### src/rtl/adder_arb_pkg.sv
// Shared types, default parameters and the overflow-aware add helper for adder_arbiter.
// Saturation on overflow is enabled by defining ADDER_ARB_SAT_EN.
package adder_arb_pkg;

    typedef enum logic [1:0] {
        IDLE,
        BUSY,
        DONE
    } state_e;

    localparam int DEF_N_REQ = 4;
    localparam int DEF_W     = 32;
    localparam int DEF_LAT   = 2;
    localparam int MAX_W     = 64;
    localparam int MSB_W     = $clog2(MAX_W);

    // Operands arrive sign-extended to MAX_W; msb is the sign bit position of the real width.
    // Returns {ovf, sum} where sum is valid in its low msb+1 bits.
    function automatic logic [MAX_W:0] sat_add(input logic [MAX_W-1:0] a,
                                               input logic [MAX_W-1:0] b,
                                               input logic [MSB_W-1:0] msb);
        logic [MAX_W-1:0] sum;
        logic             ovf;
`ifdef ADDER_ARB_SAT_EN
        logic [MAX_W-1:0] max_v;
`endif
        sum = a + b;
        ovf = (a[msb] == b[msb]) && (sum[msb] != a[msb]);
`ifdef ADDER_ARB_SAT_EN
        max_v = (MAX_W'(1) << msb) - MAX_W'(1);
        if (ovf) begin
            sum = a[msb] ? ~max_v : max_v;
        end
`endif
        return {ovf, sum};
    endfunction

endpackage

### src/rtl/adder_arbiter_rr_pick.sv
// Combinational round-robin picker: first set request at or after ptr, wrapping at N_REQ-1.
module rr_pick
    import adder_arb_pkg::*;
#(
    parameter int N_REQ = DEF_N_REQ
) (
    input  logic [N_REQ-1:0]         req,
    input  logic [$clog2(N_REQ)-1:0] ptr,
    output logic [N_REQ-1:0]         gnt,
    output logic [$clog2(N_REQ)-1:0] idx,
    output logic                     any
);

    localparam int IW = $clog2(N_REQ);

    int          c;
    logic [IW-1:0] ci;

    // NOTE: every variable written here gets a default first, so no path can infer a latch.
    always_comb begin
        gnt = '0;
        idx = '0;
        any = 1'b0;
        c   = 0;
        ci  = '0;
        for (int i = 0; i < N_REQ; i++) begin
            c = int'(ptr) + i;
            if (c >= N_REQ) begin
                c = c - N_REQ;
            end
            ci = IW'(c);
            if (!any && req[ci]) begin
                any     = 1'b1;
                gnt[ci] = 1'b1;
                idx     = ci;
            end
        end
    end

endmodule

### src/rtl/adder_arbiter.sv
// Time-multiplexes one signed adder between N_REQ round-robin requesters.
// Define ADDER_ARB_SAT_EN to clamp o_sum on overflow instead of wrapping.
module adder_arbiter
    import adder_arb_pkg::*;
#(
    parameter int N_REQ = DEF_N_REQ,
    parameter int W     = DEF_W,
    parameter int LAT   = DEF_LAT
) (
    input  logic                      i_clk,
    input  logic                      i_rst,
    input  logic [N_REQ-1:0]          i_req,
    input  logic [N_REQ-1:0][W-1:0]   i_a,
    input  logic [N_REQ-1:0][W-1:0]   i_b,
    output logic [N_REQ-1:0]          o_gnt,
    output logic                      o_valid,
    output logic [$clog2(N_REQ)-1:0]  o_id,
    output logic [W-1:0]              o_sum,
    output logic                      o_ovf
);

    localparam int IW = $clog2(N_REQ);
    localparam int CW = (LAT > 1) ? $clog2(LAT) : 1;

    state_e              state, state_d;
    logic [IW-1:0]       ptr;
    logic [CW-1:0]       cnt;
    logic                arb_en;
    logic                fin;

    logic [N_REQ-1:0]    win_gnt;
    logic [IW-1:0]       win_idx;
    logic                win_any;

    logic signed [W-1:0] a_q, b_q;
    logic [IW-1:0]       id_q;
    logic [MAX_W:0]      add_res;
    logic                unused_res;

    rr_pick #(.N_REQ(N_REQ)) u_rr_pick (
        .req (i_req),
        .ptr (ptr),
        .gnt (win_gnt),
        .idx (win_idx),
        .any (win_any)
    );

    always_ff @(posedge i_clk) begin
        if (i_rst) begin
            state <= IDLE;
        end else begin
            state <= state_d;
        end
    end

    always_comb begin
        state_d = state;
        arb_en  = 1'b0;
        fin     = 1'b0;
        case (state)
            IDLE: begin
                if (win_any) begin
                    state_d = BUSY;
                    arb_en  = 1'b1;
                end
            end
            BUSY: begin
                if (cnt == '0) begin
                    state_d = DONE;
                    fin     = 1'b1;
                end
            end
            DONE: begin
                if (win_any) begin
                    state_d = BUSY;
                    arb_en  = 1'b1;
                end else begin
                    state_d = IDLE;
                end
            end
            default: state_d = IDLE;
        endcase
    end

    always_ff @(posedge i_clk) begin
        if (i_rst) begin
            o_gnt   <= '0;
            o_valid <= 1'b0;
            o_id    <= '0;
            o_sum   <= '0;
            o_ovf   <= 1'b0;
            ptr     <= '0;
            cnt     <= '0;
        end else begin
            o_gnt   <= '0;
            o_valid <= fin;
            if (arb_en) begin
                o_gnt <= win_gnt;
                ptr   <= (win_idx == IW'(N_REQ - 1)) ? '0 : win_idx + IW'(1);
                cnt   <= CW'(LAT - 1);
            end else if (state == BUSY && cnt != '0) begin
                cnt <= cnt - CW'(1);
            end
            if (fin) begin
                o_sum <= add_res[W-1:0];
                o_ovf <= add_res[MAX_W];
                o_id  <= id_q;
            end
        end
    end

    // NOTE: operand registers carry no reset; they are only read after a grant has loaded them.
    always_ff @(posedge i_clk) begin
        if (arb_en) begin
            a_q  <= i_a[win_idx];
            b_q  <= i_b[win_idx];
            id_q <= win_idx;
        end
    end

    assign add_res    = sat_add(MAX_W'(a_q), MAX_W'(b_q), MSB_W'(W - 1));
    assign unused_res = ^add_res;

endmodule

### config.mk
export PLATFORM = sky130hd
export DESIGN_NAME = adder_arbiter
export DESIGN_NICKNAME = d
export VERILOG_FILES = /design/src/rtl/adder_arb_pkg.sv /design/src/rtl/adder_arbiter_rr_pick.sv /design/src/rtl/adder_arbiter.sv
export SDC_FILE = /design/constraint.sdc
export NUM_CORES = 1
export LEC_CHECK = 0
export CELL_PAD_IN_SITES_DETAIL_PLACEMENT = 1
export CELL_PAD_IN_SITES_GLOBAL_PLACEMENT = 1
export CORE_ASPECT_RATIO = 0.5
export CORE_MARGIN = 2
export CORE_UTILIZATION = 30
export DETAILED_ROUTE_END_ITERATION = 10
export GPL_TIMING_DRIVEN = 0
export HOLD_SLACK_MARGIN = 0.1
export PLACE_DENSITY = 0.8
export SYNTH_ARGS = -nofsm -noshare
export SYNTH_HDL_FRONTEND = slang
export SYNTH_SLANG_ARGS = --single-unit
### constraint.sdc
create_clock -name i_clk -period 3.65 [get_ports i_clk]
set_clock_uncertainty 0.2 [all_clocks]
set_input_delay 0.73 -clock i_clk [delete_from_list [all_inputs] [get_ports i_clk]]
set_output_delay 0.73 -clock i_clk [all_outputs]
set_load 0.01 [all_outputs]
==> qor.yml, run 1 <==
ant_nets: 0
drive_gt1_share_pct: 6.40
cap_violations: 0
peakVddDrop_v: 0.000351
cp.arrival_ps: 3430
grt-ovfl-total: 0
hp-class: "flop to flop"
grt_max_degree: 18
diodes: 0
grt_usage_pct: 20.6
setup_violations: 0
start_util_pct: 30.6
die_x_um: 231
required_ps: 3600
synth_seq_cells: 111
drc: 0
power_switching_mw: 5.33
post-dp-hpwl_um: 22800
worstSetupPathType: "flop to flop"
crit_start: "ptr[0]"
cts-hold-fix-buffers: 0
powerDensity_nw_per_um2: 996
yosysSeqAreaShare_pct: 37.3
synth.area.top_cells: "edfxtp_1 (26%), mux2i_1 (25%), dfxtp_1 (12%), ha_1 (5.8%), a21oi_1 (3.0%)"
critical_path.endpoint_type: "flop"
p_leak_nw: 4.91
die_h_um: 118
cts.sinks: 111
synth_top_area_share_pct: 25.6
cts_tree: "yes"
syn_area_um2: 7740
path_max_fanout: 10
final_nets: 1357
cts_htree_levels: 3
ys_warn_count: 0
cp-start-kind: "flop"
switching_share_pct: 46.2
numPortBuffers: 301
final_cells: 1407
hold_viol_final: 0
synthSimpleGateAreaFrac_pct: 9.04
syn_avg_cell_area_um2: 10.5
pwr-share-comb_pct: 70.5
synth_cell_types: 65
rsz0062_at_grt: "no"
rows: 41
area_delta_synth_final_pct: 49.6
routedWlPerCell_um: 20.0
synth_top_family_by_area: "multiplexers"
synth.area.mux_share_pct: 26.3
max-clock-path-buffers: 2
via_per_inst: 5.09
grt_pass1_wl_um: 43700
synth-compound-area-share_pct: 13.7
worstHoldStart: "o_sum[6]"
worstSkewPairLatency_ps: 360
tightest_slew_ps: 711
core_area_um2: 25300
drv_slew: 0
drt-total-wl_um: 28100
yosys.area_share.adder_pct: 6.08
async_reset_ff_share_pct: 0
grt_pass1_vias: 7713
dp_cells: 1379
period_minus_slack_ps: 3480
clockRootBuffer: "clkbuf_16"
power.total_mw: 11.5
worstReg2RegStart: "ptr[0]"
drt_first_iter_violations: 374
pin_count: 302
fin_crit_sh_pct: 95.4
final_util_pct: 45.8
fmax_mhz: 287
synth_ff_type: "edfxtp_1"
seqPwrFrac_pct: 21.4
p_clk_share_pct: 8.2
dieArea_um2: 27200
yosys.area.top_type: "edfxtp_1"
syn_nets: 1033
synth_edf_count: 66
syn_inst: 734
via_count: 7156
clk_pin_slew_ps: 80
cts_buffers: 9
antenna_found_initial: 0
slew_headroom_pct: 52.4
p_int_mw: 6.21
dr.pass1.iters: 5
place_congestion: 0.917
synthXorXnorAreaFrac_pct: 2.83
status: "finished clean"
-- synth_stat cells, drive strengths merged (3+ instances only) --
library cell,instances
nand2b,4
mux4,3
a21oi,47
nand4,10
xnor2,19
and2,3
inv,10
a22oi,4
dfxtp,45
buf,26
nor2,38
or3,3
a31oi,7
a211oi,11
nor3,7
a22o,13
nor2b,4
edfxtp,66
a21boi,5
o31ai,3
ha,36
o211ai,5
mux2i,194
a221oi,5
o2111ai,3
nand2,59
a21o,11
xor2,6
o21a,4
o21ai,20
clkbuf,18
and3,4
o21bai,3
nand3,9
-- registers in the layout, summed over array words and instances, names as in the netlist --
register and count:
b_q 32, cnt 1, ptr 2, o_sum 32, o_valid 1, id_q 2, o_ovf 1, a_q 32
state 2, o_gnt 4, o_id 2
-- cells in the final DEF, fill, tap and decap left out, types with 10 or more instances in the layout --
master           count
nand4_1             10
xnor2_1             19
a22o_1              13
buf_4               15
dfxtp_1             44
nand2_1             59
a21o_1              11
buf_8               11
o21ai_0             18
a21oi_1             46
a211oi_1            11
clkdlybuf4s50_1    301
edfxtp_1            66
mux2i_1            194
nor2_1              37
ha_1                35
clkbuf_1            20
-- metal layers --
layer	track usage (%)	vias up	part of all wire, %	wire, µm
met5	0	-	0	0
met4	5.40	0	2.1	600
met3	2.74	37	4.0	1110
met2	35.6	174	49	13900
met1	27.0	3513	44	12500
li1	-	3432	-	-
-- cells by family after synthesis --
logic type      count (synthesis)
buf+inv                        54
xor+xnor                       25
simple gates                  151
mux                           199
fa+ha+maj                      37
flops                         111
compound gates                157
-- worst paths after layout --
kind / to / slack (ps) / cells past startpoint
worst min register to register: o_sum[6] / 260 / 2
worst min-delay path: o_sum[6] / 260 / 2
worst max-delay path: a_q[3] / 170 / 10
worst max register to register: a_q[3] / 170 / 10
-- repair_timing --
item	in CTS	in global routing
endpoints found under the setup margin	118	79
gates resized for setup	5	3
buffers inserted	8	1
cloned	3	0
-- cell type report --
cell class	count	area (µm²)
clock buffer	11	233
timing repair buffer	310	3090
clock inverter	5	33.8
buffer	44	338
fill	2823	13700
timing repair inverter	3	22.5
tap	344	430
multi-input combinational	569	4500
inverter	10	41.3
sequential	111	2880
-- metrics by stage --
stage / area (µm²) / setup WS [ps] / setup TNS (ps) / hold slack [ps]
3_3_place_gp: 11200 / -756 / -57530 / 241
2_1_floorplan: 7750 / 19.3 / 0 / 236
4_1_cts: 11600 / 1.13 / 0 / 261
3_5_place_dp: 11200 / -933 / -75180 / 249
5_1_grt: 11600 / 41.0 / 0 / 284
6_report: 11600 / 169 / 0 / 261
-- power by group through the flow --
stage	clock [mW]	combinational, mW	sequential [mW]
2_1_floorplan	0	5.41	2.49
3_3_place_gp	0	7.73	2.48
3_5_place_dp	0	7.90	2.51
4_1_cts	0.957	8.08	2.47
5_1_grt	1.00	8.81	2.53
6_report	0.943	8.13	2.46
-- worst max-delay path, stage by stage, from the launching register on --
cell and delay [ps]:
dfxtp_2 380, buf_4 190, inv_1 70, ha_2 390, mux4_2 590, nor2_1 340
o21ai_1 100, o31ai_1 130, buf_4 280, buf_4 240, mux2i_1 350
(Power assumes the default switching activity.)
==> inputs of run 2 (changes only) <==
- PLACE_DENSITY: 0.8 -> not set
- PLACE_DENSITY_LB_ADDON: not set -> 0.1
==> run 2 against run 1 <==
Against the previous run: utilization grew 0.13 points; global-route usage fell by 0.89 points; via count down 1.8%; maximum frequency fell by 1.7%; largest power group unchanged; non-clock buffer count is 2 lower; die area stayed put; wire length is 3.8% lower; count of clock-buffer cells in the layout fell by 1; combinational power shrank 1%; sequential cell count unchanged.
==> qor.yml, run 2 (synthesis gave the netlist of run 1 again) <==
final_cell_mix: "clkdlybuf4s50_1 (301), mux2i_1 (194), edfxtp_1 (66), nand2_1 (59), a21oi_1 (47)"
drt-total-wl_um: 27100
grt_pass1_vias: 7355
routedWlPerCell_um: 19.3
clk_pin_slew_ps: 80
drv_slew: 0
critical_path.endpoint_type: "flop"
worstSkewPairLatency_ps: 350
cp_cell_sequence: "buf_4 -> inv_1 -> ha_1 -> mux4_2 -> nor2_2 -> a2111o_1 -> o211ai_4 -> buf_12 -> buf_12 -> buf_8 -> mux2i_1 -> mux2i_1"
dieArea_um2: 27200
post-route-cell-area_um2: 11600
cts_htree_levels: 3
power.total_mw: 11.5
drt_first_iter_violations: 297
numPortBuffers: 301
setup_violations: 0
cp.arrival_ps: 3430
final_nets: 1353
cp_num_buf_inv: 5
dp_cells: 1380
cp_slowest_cell: "a2111o_1"
status: "finished clean"
max-clock-path-buffers: 2
dpl_worst_slack_ps: -422
peakVddDrop_v: 0.000339
grt_max_degree: 36
die_x_um: 231
cts_tree: "yes"
area_delta_synth_final_pct: 50.1
place_congestion: 0.851
p_leak_nw: 4.93
drc: 0
fin_crit_sh_pct: 97.0
drive_gt1_share_pct: 6.23
grt_usage_pct: 19.7
cts.sinks: 111
critPathTopFamily: "multiplexers"
final_util_pct: 45.9
powerDensity_nw_per_um2: 991
post-dp-hpwl_um: 22000
pin_count: 302
antenna_found_initial: 0
tightest_slew_ps: 817
fmax_mhz: 282
via_per_inst: 5.01
ant_nets: 0
cpPeakStageDelay_ps: 450
hold_viol_final: 0
diodes: 0
cts-hold-fix-buffers: 0
dpl_cell_area_um2: 11200
grt_pass1_wl_um: 41500
period_minus_slack_ps: 3540
required_ps: 3530
start_util_pct: 30.6
rows: 41
cap_violations: 0
core_area_um2: 25300
via_count: 7024
die_h_um: 118
totalNegativeSetupSlack_ps: 0
grt-ovfl-total: 0
final_common_cell: "clkdlybuf4s50_1"
cts_buffers: 9
fin_ws_ps: 108
slew_headroom_pct: 45.2
whs_ps: 260
final_cells: 1403
worstSetupPathType: "flop to flop"
clockRootBuffer: "clkbuf_16"
hp-class: "flop to flop"
top_regs: "a_q: 32 flops, b_q: 32 flops, o_sum: 32 flops"
cp-start-kind: "flop"
path_max_fanout: 10
dr.pass1.iters: 4
[run 2: changes by cell type in the layout (fill, tap and decap cells not counted), sizes merged]
cell / previous run / this run
buf: 35 / 33
bufinv: 0 / 1
clkbuf: 29 / 28
clkinv: 3 / 4
clkinvlp: 5 / 3
inv: 10 / 9
[run 2: where the power goes]
group / total [mW] / switching [mW] / internal (mW)
sequential: 2.48 / 0.296 / 2.18
combinational: 8.03 / 4.44 / 3.59
clock: 1.00 / 0.453 / 0.548
total: 11.5 / 5.19 / 6.32
[run 2: area by class of cell]
| class | instances | area [µm²] |
|---|---|---|
| Timing Repair inverter | 1 | 7.51 |
| Multi-Input combinational cell | 569 | 4510 |
| Clock inverter | 6 | 60.1 |
| Clock buffer | 10 | 239 |
| Inverter | 10 | 41.3 |
| Buffer | 44 | 345 |
| Tap cell | 344 | 430 |
| Fill cell | 2781 | 13700 |
| Timing Repair Buffer | 308 | 3090 |
| Sequential cell | 111 | 2880 |
[run 2: per-layer routing]
layer / global-route usage (%) / share of wire (%)
met1: 28.2 / 49
met5: 0 / 0
met2: 31.5 / 46
met3: 3.88 / 4.3
met4: 1.98 / 0.47
[run 2: final timing paths]
path                               start       end  slack, ps  depth (start not counted)
worst max register to register    ptr[0]   a_q[17]        110                         12
worst min register to register  o_sum[9]  o_sum[9]        260                          2
worst max-delay path              ptr[0]   a_q[17]        110                         12
worst min-delay path            o_sum[9]  o_sum[9]        260                          2
[run 2: timing repair]
action	CTS	global route
buffers inserted	2	4
resized for setup	2	9
endpoints found under the setup margin	116	106
pin swaps	0	1
cloned	1	0
[run 2: worst min-delay path, delay by kind of cell (launching register included)]
family             cells  cell delay [ps]
and+or+nand+nor        1               50
DFF                    1              320
AOI/OAI and AO/OA      1               50
